[src/rtl/uart_rom_loader_pkg.sv]
// Shared definitions for the UART program loader: FSM encodings,
// protocol constants and a small state-classification helper.
package uart_rom_loader_pkg;

  // Loader protocol FSM states.
  typedef enum logic [2:0] {
    ST_IDLE   = 3'd0,
    ST_CNT_LO = 3'd1,
    ST_CNT_HI = 3'd2,
    ST_DATA   = 3'd3,
    ST_DONE   = 3'd4,
    ST_ERR    = 3'd5
  } ld_state_t;

  // UART receiver bit-level states.
  typedef enum logic [1:0] {
    RX_IDLE  = 2'd0,
    RX_START = 2'd1,
    RX_DATA  = 2'd2,
    RX_STOP  = 2'd3
  } rx_state_t;

  localparam logic [7:0] LD_SYNC_BYTE = 8'hA5;
  localparam int         LD_CNT_W     = 16;

  // A load is in progress (timeout armed, framing errors abort).
  function automatic logic is_busy(input ld_state_t s);
    return (s == ST_CNT_LO) || (s == ST_CNT_HI) || (s == ST_DATA);
  endfunction

endpackage

[src/rtl/uart_rom_loader_rx.sv]
// 8N1 UART byte receiver: 2-FF synchronizer, falling-edge start detect,
// mid-bit sampling, one-cycle byte_vld / frm_err pulses.
module uart_rx_byte
  import uart_rom_loader_pkg::*;
#(
  parameter int BIT_CYC = 434
) (
  input  logic       clk,
  input  logic       rst,
  input  logic       rx_line,
  output logic       byte_vld,
  output logic [7:0] byte_o,
  output logic       frm_err
);

  localparam int            CW      = (BIT_CYC > 2) ? $clog2(BIT_CYC) : 2;
  localparam logic [CW-1:0] FULL_M1 = CW'(BIT_CYC - 1);
  localparam logic [CW-1:0] HALF_M1 = CW'(BIT_CYC / 2 - 1);

  // [0],[1] form the synchronizer; [2] is history for edge detection.
  logic [2:0]    sync_reg;
  rx_state_t     state_reg, state_next;
  logic [CW-1:0] bit_cnt_reg;
  logic [2:0]    bit_idx_reg;
  logic [7:0]    shift_reg;
  logic          vld_reg, ferr_reg;
  logic [7:0]    byte_reg;

  logic rx_s, fall, tick_full, tick_half;

  assign rx_s      = sync_reg[1];
  assign fall      = sync_reg[2] & ~sync_reg[1];
  assign tick_full = (bit_cnt_reg == FULL_M1);
  assign tick_half = (bit_cnt_reg == HALF_M1);

  // Bring the asynchronous line into the clock domain.
  always_ff @(posedge clk) begin
    if (rst) sync_reg <= 3'b111;
    else     sync_reg <= {sync_reg[1:0], rx_line};
  end

  // Receiver state register.
  always_ff @(posedge clk) begin
    if (rst) state_reg <= RX_IDLE;
    else     state_reg <= state_next;
  end

  // Next-state: start-bit check at half period, then 8 data bits and a stop bit.
  always_comb begin
    state_next = state_reg;
    case (state_reg)
      RX_IDLE:  if (fall) state_next = RX_START;
      RX_START: if (tick_half) state_next = rx_s ? RX_IDLE : RX_DATA;
      RX_DATA:  if (tick_full && bit_idx_reg == 3'd7) state_next = RX_STOP;
      RX_STOP:  if (tick_full) state_next = RX_IDLE;
      default:  state_next = RX_IDLE;
    endcase
  end

  // Bit timer, LSB-first shifter and result pulses.
  always_ff @(posedge clk) begin
    if (rst) begin
      bit_cnt_reg <= '0;
      bit_idx_reg <= '0;
      shift_reg   <= '0;
      vld_reg     <= 1'b0;
      ferr_reg    <= 1'b0;
      byte_reg    <= '0;
    end else begin
      vld_reg  <= 1'b0;
      ferr_reg <= 1'b0;
      case (state_reg)
        RX_IDLE: begin
          bit_cnt_reg <= '0;
          bit_idx_reg <= '0;
        end
        RX_START: bit_cnt_reg <= tick_half ? '0 : bit_cnt_reg + 1'b1;
        RX_DATA: begin
          if (tick_full) begin
            bit_cnt_reg <= '0;
            shift_reg   <= {rx_s, shift_reg[7:1]};
            bit_idx_reg <= bit_idx_reg + 3'd1;
          end else begin
            bit_cnt_reg <= bit_cnt_reg + 1'b1;
          end
        end
        RX_STOP: begin
          if (tick_full) begin
            bit_cnt_reg <= '0;
            if (rx_s) begin
              vld_reg  <= 1'b1;
              byte_reg <= shift_reg;
            end else begin
              ferr_reg <= 1'b1;
            end
          end else begin
            bit_cnt_reg <= bit_cnt_reg + 1'b1;
          end
        end
        default: bit_cnt_reg <= '0;
      endcase
    end
  end

  assign byte_vld = vld_reg;
  assign byte_o   = byte_reg;
  assign frm_err  = ferr_reg;

endmodule

[src/rtl/uart_rom_loader.sv]
// Boot loader: receives A5 / N(16b LE) / 4N bytes over UART, writes
// little-endian words to the instruction ROM, holds the core in reset
// until the image is complete.
module uart_rom_loader
  import uart_rom_loader_pkg::*;
#(
  parameter int CLK_FREQ    = 50_000_000,
  parameter int BAUD        = 115200,
  parameter int ROM_AW      = 12,
  parameter int TIMEOUT_CYC = CLK_FREQ / 10
) (
  input  logic              clk,
  input  logic              rst,
  input  logic              uart_rx_i,
  output logic              rom_wr_en_o,
  output logic [ROM_AW-1:0] rom_wr_addr_o,
  output logic [31:0]       rom_wr_data_o,
  output logic              core_rst_o,
  output logic              busy_o,
  output logic              load_done_o,
  output logic              load_err_o
);

  localparam int                BIT_CYC = CLK_FREQ / BAUD;
  localparam logic [LD_CNT_W:0] DEPTH   = (LD_CNT_W + 1)'(2 ** ROM_AW);
  localparam int                TW      = $clog2(TIMEOUT_CYC + 1);
  localparam logic [TW-1:0]     TO_M1   = TW'(TIMEOUT_CYC - 1);

  logic       rx_vld, rx_frm_err;
  logic [7:0] rx_byte;

  uart_rx_byte #(.BIT_CYC(BIT_CYC)) u_rx (
    .clk      (clk),
    .rst      (rst),
    .rx_line  (uart_rx_i),
    .byte_vld (rx_vld),
    .byte_o   (rx_byte),
    .frm_err  (rx_frm_err)
  );

  ld_state_t           state_reg, state_next;
  logic [LD_CNT_W-1:0] cnt_reg;
  logic [LD_CNT_W-1:0] word_idx_reg;
  logic [1:0]          byte_idx_reg;
  logic [23:0]         asm_reg;
  logic [TW-1:0]       to_cnt_reg;
  logic                wr_en_reg;
  logic [ROM_AW-1:0]   wr_addr_reg;
  logic [31:0]         wr_data_reg;

  logic [LD_CNT_W-1:0] n_full;
  logic                timeout_hit, wr_fire;

  // Protocol state register.
  always_ff @(posedge clk) begin
    if (rst) state_reg <= ST_IDLE;
    else     state_reg <= state_next;
  end

  // Next-state logic; framing errors and timeouts abort any busy state.
  // to_cnt_reg is 0 in the first cycle after a byte, so matching T-1
  // means T idle cycles have elapsed and ERR shows in the one after.
  always_comb begin
    state_next  = state_reg;
    n_full      = {rx_byte, cnt_reg[7:0]};
    timeout_hit = (to_cnt_reg == TO_M1) && !rx_vld;
    wr_fire     = (state_reg == ST_DATA) && rx_vld && (byte_idx_reg == 2'd3);
    case (state_reg)
      ST_IDLE:   if (rx_vld && rx_byte == LD_SYNC_BYTE) state_next = ST_CNT_LO;
      ST_CNT_LO: if (rx_vld) state_next = ST_CNT_HI;
      ST_CNT_HI: begin
        if (rx_vld) begin
          if (n_full == '0)                  state_next = ST_DONE;
          else if ({1'b0, n_full} > DEPTH)   state_next = ST_ERR;
          else                               state_next = ST_DATA;
        end
      end
      // The last word's strobe is out this cycle; DONE follows next cycle.
      ST_DATA:   if (word_idx_reg == cnt_reg) state_next = ST_DONE;
      ST_DONE:   state_next = ST_DONE;
      ST_ERR:    if (rx_vld && rx_byte == LD_SYNC_BYTE) state_next = ST_CNT_LO;
      default:   state_next = ST_IDLE;
    endcase
    if (is_busy(state_reg) && (rx_frm_err || timeout_hit)) state_next = ST_ERR;
  end

  // Count latch, word assembly, address counter, write port, timeout counter.
  always_ff @(posedge clk) begin
    if (rst) begin
      cnt_reg      <= '0;
      word_idx_reg <= '0;
      byte_idx_reg <= '0;
      asm_reg      <= '0;
      to_cnt_reg   <= '0;
      wr_en_reg    <= 1'b0;
      wr_addr_reg  <= '0;
      wr_data_reg  <= '0;
    end else begin
      wr_en_reg <= wr_fire;
      if (state_reg == ST_CNT_LO && rx_vld) cnt_reg[7:0] <= rx_byte;
      if (state_reg == ST_CNT_HI && rx_vld) begin
        cnt_reg[15:8] <= rx_byte;
        word_idx_reg  <= '0;
        byte_idx_reg  <= '0;
      end
      if (state_reg == ST_DATA && rx_vld) begin
        byte_idx_reg <= byte_idx_reg + 2'd1;
        case (byte_idx_reg)
          2'd0:    asm_reg[7:0]   <= rx_byte;
          2'd1:    asm_reg[15:8]  <= rx_byte;
          2'd2:    asm_reg[23:16] <= rx_byte;
          default: begin
            wr_addr_reg  <= word_idx_reg[ROM_AW-1:0];
            wr_data_reg  <= {rx_byte, asm_reg};
            word_idx_reg <= word_idx_reg + 1'b1;
          end
        endcase
      end
      if (!is_busy(state_reg) || rx_vld) to_cnt_reg <= '0;
      else                               to_cnt_reg <= to_cnt_reg + 1'b1;
    end
  end

  assign rom_wr_en_o   = wr_en_reg;
  assign rom_wr_addr_o = wr_addr_reg;
  assign rom_wr_data_o = wr_data_reg;
  assign core_rst_o    = (state_reg != ST_DONE);
  assign load_done_o   = (state_reg == ST_DONE);
  assign load_err_o    = (state_reg == ST_ERR);
  assign busy_o        = is_busy(state_reg);

endmodule
[config.mk]
export PLATFORM = sky130hd
export DESIGN_NAME = uart_rom_loader
export DESIGN_NICKNAME = d
export VERILOG_FILES = /design/src/rtl/uart_rom_loader_pkg.sv /design/src/rtl/uart_rom_loader_rx.sv /design/src/rtl/uart_rom_loader.sv
export SDC_FILE = /design/constraint.sdc
export NUM_CORES = 1
export LEC_CHECK = 0
export BUFFER_PORTS_ARGS = -buffer_cell sky130_fd_sc_hd__buf_2
export CORE_UTILIZATION = 50
export DETAILED_ROUTE_END_ITERATION = 7
export PLACE_DENSITY = 0.68
export RECOVER_POWER = 50
export SKIP_CTS_REPAIR_TIMING = 1
export SLEW_MARGIN = 10
export SYNTH_ARGS = -nofsm -noshare
export SYNTH_HDL_FRONTEND = slang
export SYNTH_SLANG_ARGS = --single-unit
[constraint.sdc]
create_clock -name clk -period 2.31 [get_ports clk]
set_input_delay 0.1155 -clock clk [delete_from_list [all_inputs] [get_ports clk]]
set_output_delay 0.1155 -clock clk [all_outputs]
set_load 0.03 [all_outputs]
* Word-level counts from Yosys, hierarchy flattened
Index checks and enable logic that the tools add are counted.
** Cells by class
- Add/subtract/negate cells :: 5
- $lt $le $gt $ge :: 1
- Equality and inequality tests :: 31
- Muxes and demuxes :: 26
- Bitwise gates (word level) :: 5
- Reductions and logical operators :: 36
** Operator list (number)
- 16-bit two-way mux :: 3
- 9-bit case mux with 3 select lines :: 1
- 3-bit two-way mux :: 8
- 23-bit by 1-bit adder with 23-bit output, second input constant :: 1
- 23-bit equality test, second input constant :: 1
- 9-bit two-way mux :: 2
- 16-bit by 1-bit adder with 16-bit output, second input constant :: 1
- 16-bit equality test :: 1
- 16-bit by 13-bit > comparator with 1-bit output, second input constant :: 1
- 16-bit logical NOT :: 1
- 2-bit by 1-bit != test with 1-bit output, second input constant :: 8
- 3-bit case mux with 5 select lines :: 1
- 2-bit two-way mux :: 7
- 2-bit AND reduction :: 6
- 4-bit AND reduction :: 3
- 9-bit by 1-bit adder with 9-bit output, second input constant :: 1
- 3-bit equality test, second input constant :: 3
- 9-bit by 8-bit equality test with 1-bit output, second input constant :: 1
- 9-bit equality test, second input constant :: 1
- 3-bit by 1-bit != test with 1-bit output, second input constant :: 3
- 2-bit equality test, second input constant :: 4
- 8-bit equality test, second input constant :: 1
- 1-bit logical AND :: 8
- 2-bit case mux with 4 select lines :: 1
- 20 further kinds :: 36
** Storage, ports and cells
- Bits in registers :: 164
- Input port bits :: 3
- Output and inout port bits :: 49

* Longest topological paths before layout
- Word-level depth :: 6
- Depth in mapped cells :: 9

* Hierarchy
From an unflattened synthesis, not the netlist that was laid out.
** Second synthesis, totals
- Cell total of the unflattened synthesis :: 828
- Area total of the unflattened synthesis :: 6869.1 µm²
** By module, submodules not included
- uart_rom_loader :: times used 1, cells each 681, area each 5415.2 µm², seq. area each 2582.5 µm²
- uart_rx_byte :: times used 1, cells each 147, area each 1453.9 µm², seq. area each 700.7 µm²

* Worst setup path before layout
OpenSTA, ideal clock, no wires.
- Kind :: register to register
- Start :: register state_reg[0]
- End :: register state_reg[0]
- Library setup time :: 86 ps
- Data arrival time :: 1823 ps
- Data required time :: 2224 ps
- Setup slack :: 402 ps
- Stages on the path, launching flop included :: 7
- Path buffers :: 1
- Clock period less this slack :: 1908 ps
- Path through :: dfxtp_1 clkbuf_1 inv_1 a21oi_1 and2_2 nor3_1 a211oi_1
** On the way
- Word-level cells in the longest chain between the ends :: 6
- Elaborated cells on any way between the ends :: 17
** RTL lines
- start: declaration :: line uart_rom_loader.sv:41 : ld_state_t state_reg, state_next;
- start signal: assignment :: line uart_rom_loader.sv:57 : else state_reg <= state_next;
- 3-bit by 1-bit equality test with 1-bit output / 3-bit by 2-bit equality test with 1-bit output (equally long branches)
- 1-bit logical OR
- 1-bit logical OR (*)
- named net busy_o :: line uart_rom_loader.sv:19 : output logic busy_o,
- 1-bit logical AND (*) :: line uart_rom_loader.sv:84 : if (is_busy(state_reg) && (rx_frm_err || timeout_hit)) state_next = ST_ERR;
- 3-bit by 1-bit != test with 1-bit output (no line) / 3-bit by 2-bit != test with 1-bit output (equally long branches)
- 4-bit AND reduction (no line)
Mark *: on every way through the listed nets, which the timed path passes. The rest lies on a longest branch.
A chain may end at the register's enable or synchronous reset.

* Final worst setup path
- Start :: register word_idx_reg[0]
- End :: register state_reg[1]
** On the way
- Word-level cells in the longest chain between the ends :: 3
** RTL lines
- start: declaration :: line uart_rom_loader.sv:43 : logic [LD_CNT_W-1:0] word_idx_reg;
- start signal: assignment :: line uart_rom_loader.sv:115 : word_idx_reg <= word_idx_reg + 1'b1;
- 16-bit equality test :: line uart_rom_loader.sv:79 : ST_DATA: if (word_idx_reg == cnt_reg) state_next = ST_DONE;
- 2-bit != test (no line)
- 4-bit AND reduction (no line)
Every way passes these cells.

==> impl_metrics.yaml <==
status:
  status: "finished, final reports clean"
worst_setup_path:
  startpoint: "word_idx_reg[0]"
  end_kind: "flip-flop"
  r2r-start: "word_idx_reg[0]"
  cp_slowest_cell: "or4b_1"
  crit_family: "simple AND/OR/NAND/NOR gates"
  crit_type: "reg -> reg"
  crit_arrival_ns: 2.55
  crit_chain: "xor2_1 > nor4_1 > nand4_1 > and3_1 > or4b_1 > a211oi_2"
  start_kind: "flip-flop"
  required_ns: 2.66
  cpPeakStageDelay_ns: 0.55
  worst-path-max-fanout: 6
  crit_buf_inv: 0
timing:
  relSlewSlack_pct: 63.0
  rsz0062_at_grt: "false"
  fmax_ghz: 0.455
  maxSlewViolCount: 0
  fin_skew_ns: 0.0129
  finalCritPeriodShare_pct: 95.2
  final_hold_viol_count: 0
  worstMarginPinSlew_ns: 0.556
  min_period_ns: 2.20
  setup_viol: 0
  setup_tns_ns: 0
  hold-worst-slack_ns: 0.132
clock_tree:
  clk_pin_slew_worst_paths_ns: 0.07
  clk_latency_ns: 0.43
  cts.path.max_buffers: 2
  cts_root_buf: "clkbuf_16"
  tritoncts: "done"
  cts.sinks: 164
  numCtsBuffers: 17
  htreeDepth: 4
pwr:
  cellPowerDensity_nw_per_um2: 776
  ir_worst_vdd_uv: 512
  leakage_nw: 2.79
finish:
  fin_util_pct: 58.5
  n_antenna_cell: 0
  syn2layout_area_growth_pct: 14.1
  drive_gt1_share_pct: 7.20
  fin_nets: 892
  largest_reg_flops: 32
  fin_cells: 1065
  nFillCells: 1226
global_routing:
  grt_overflow: 0
  grt_pass1_wl_um: 25600
  grt_max_degree: 62
  grt_pass1_vias: 5350
  grtUsageTotal_pct: 23.1
  grt_antenna_before_repair: 0
logic_synthesis:
  syn_area_per_cell_um2: 8.11
  syn_nets: 852
  synth_top_area_cell: "dfxtp_1"
  synth.most_common_cell: "nand2_1"
  synthTopCellsByCount: "196 x nand2_1, 164 x dfxtp_1, 108 x a21oi_1, 80 x nor2_1, 47 x nand3_1"
  synth_cells: 837
  synth_edf_count: 0
  yosys_warnings: 0
  async_flop_share_pct: 0
  synth_seq_cells: 164
  seq_area_frac_synth_pct: 48.4
  syn_area_um2: 6790
  synth_cell_types: 49
  yosys.area.top_type_share_pct: 48.4
  synth_top_flop_cell: "dfxtp_1"
  synth_area_leaders: "dfxtp_1 48%, nand2_1 11%, a21oi_1 8.0%"
route:
  drc_errors: 0
  num_vias: 5730
  drt_wl_total_um: 15300
  drt-initial-drc-count: 366
  firstDrtPassIters: 5
  wl_per_cell_um: 14.4
  postRouteAntennaNets: 0
  routed_via_density: 5.38
die:
  ios: 52
  die_width_um: 119
  start_util_pct: 51.3
  dieArea_um2: 14000
  rows: 42
  die_h_um: 119
  core-area_um2: 13200
job:
  maxCapViolations: 0
place:
  gp_congestion: 0.863
  place_hpwl_um: 10400
  port_buffers: 51
  placed_cells: 1033
worst_hold_path:
  hp-class: "in -> reg"
  holdCritStartpoint: "rst"
-- per-stage QoR --
step	total power, W	setup WS (ns)	cell area, um^2
3_5_place_dp	0.00322	0.198	7230
3_3_place_gp	0.00323	0.258	7230
4_1_cts	0.00606	0.179	7820
6_report	0.00601	0.111	7750
5_1_grt	0.00622	0.0147	7750
2_1_floorplan	0.00314	0.402	6790
-- logic make-up after synthesis --
kind of cell / share of synthesized area (%)
adder cells (fa/ha/maj): 2.21
multiplexers: 1.49
flip-flops: 48.4
XOR/XNOR: 6.19
buffers and inverters: 3.91
AO/OA/AOI/OAI: 10.5
AND/OR/NAND/NOR: 27.4
-- path summary, 6_finish.rpt --
check             slack (ns)          endpoint  cells after the start
hold reg to reg         0.41  u_rx.sync_reg[1]                      1
setup / recovery        0.11      state_reg[1]                      6
setup reg to reg        0.11      state_reg[1]                      6
hold / removal          0.13         flip-flop                      2
-- power breakdown --
group	internal [W]	leakage [nW]	switching (W)
sequential	0.00285	1.32	0.0000135
combinational	0.0000904	1.19	0.000207
clock	0.00170	0.277	0.00115
-- layer usage --
metal  vias up  share of wire, %  global-route usage (%)
li1       2881                 -                       -
met1      2698                47                    29.8
met2       133                47                    36.4
met3        18               4.4                    6.90
met4         0               1.5                    8.62
met5         -                 0                       0
-- area by class of cell --
type | count | area, um^2 | area share, %
repair buffers | 74 | 368 | 4.75
inverters | 12 | 45.0 | 0.581
clock buffers | 20 | 437 | 5.64
multi-input cells | 608 | 3240 | 41.8
flip-flops and latches | 164 | 3280 | 42.4
clock inverters | 11 | 153 | 1.97
well taps | 176 | 220 | 2.84
-- layout by cell type, fill, tap and decap left out, types with 3 or more instances in the layout --
| cell | synthesis | final |
|---|---|---|
| nand2_1 | 196 | 196 |
| dfxtp_1 | 164 | 164 |
| a21oi_1 | 108 | 108 |
| nor2_1 | 80 | 80 |
| clkbuf_1 | 39 | 55 |
| nand3_1 | 47 | 47 |
| xor2_1 | 34 | 34 |
| clkbuf_16 | 0 | 17 |
| buf_4 | 0 | 17 |
| and3_1 | 14 | 14 |
| xnor2_1 | 14 | 14 |
| nand4_1 | 12 | 12 |
| inv_1 | 12 | 12 |
| ha_1 | 12 | 12 |
| o21ai_0 | 10 | 10 |
| nor3_1 | 10 | 10 |
| mux2i_1 | 9 | 9 |
| nor4_1 | 7 | 7 |
| or3_1 | 4 | 4 |
| or2_2 | 5 | 4 |
| nor4_2 | 3 | 3 |
| or4b_1 | 3 | 3 |
| nor4bb_1 | 3 | 3 |
| a22oi_1 | 3 | 3 |
| bufinv_16 | 0 | 3 |
| clkinvlp_4 | 0 | 3 |
(Power assumes the default switching activity.)
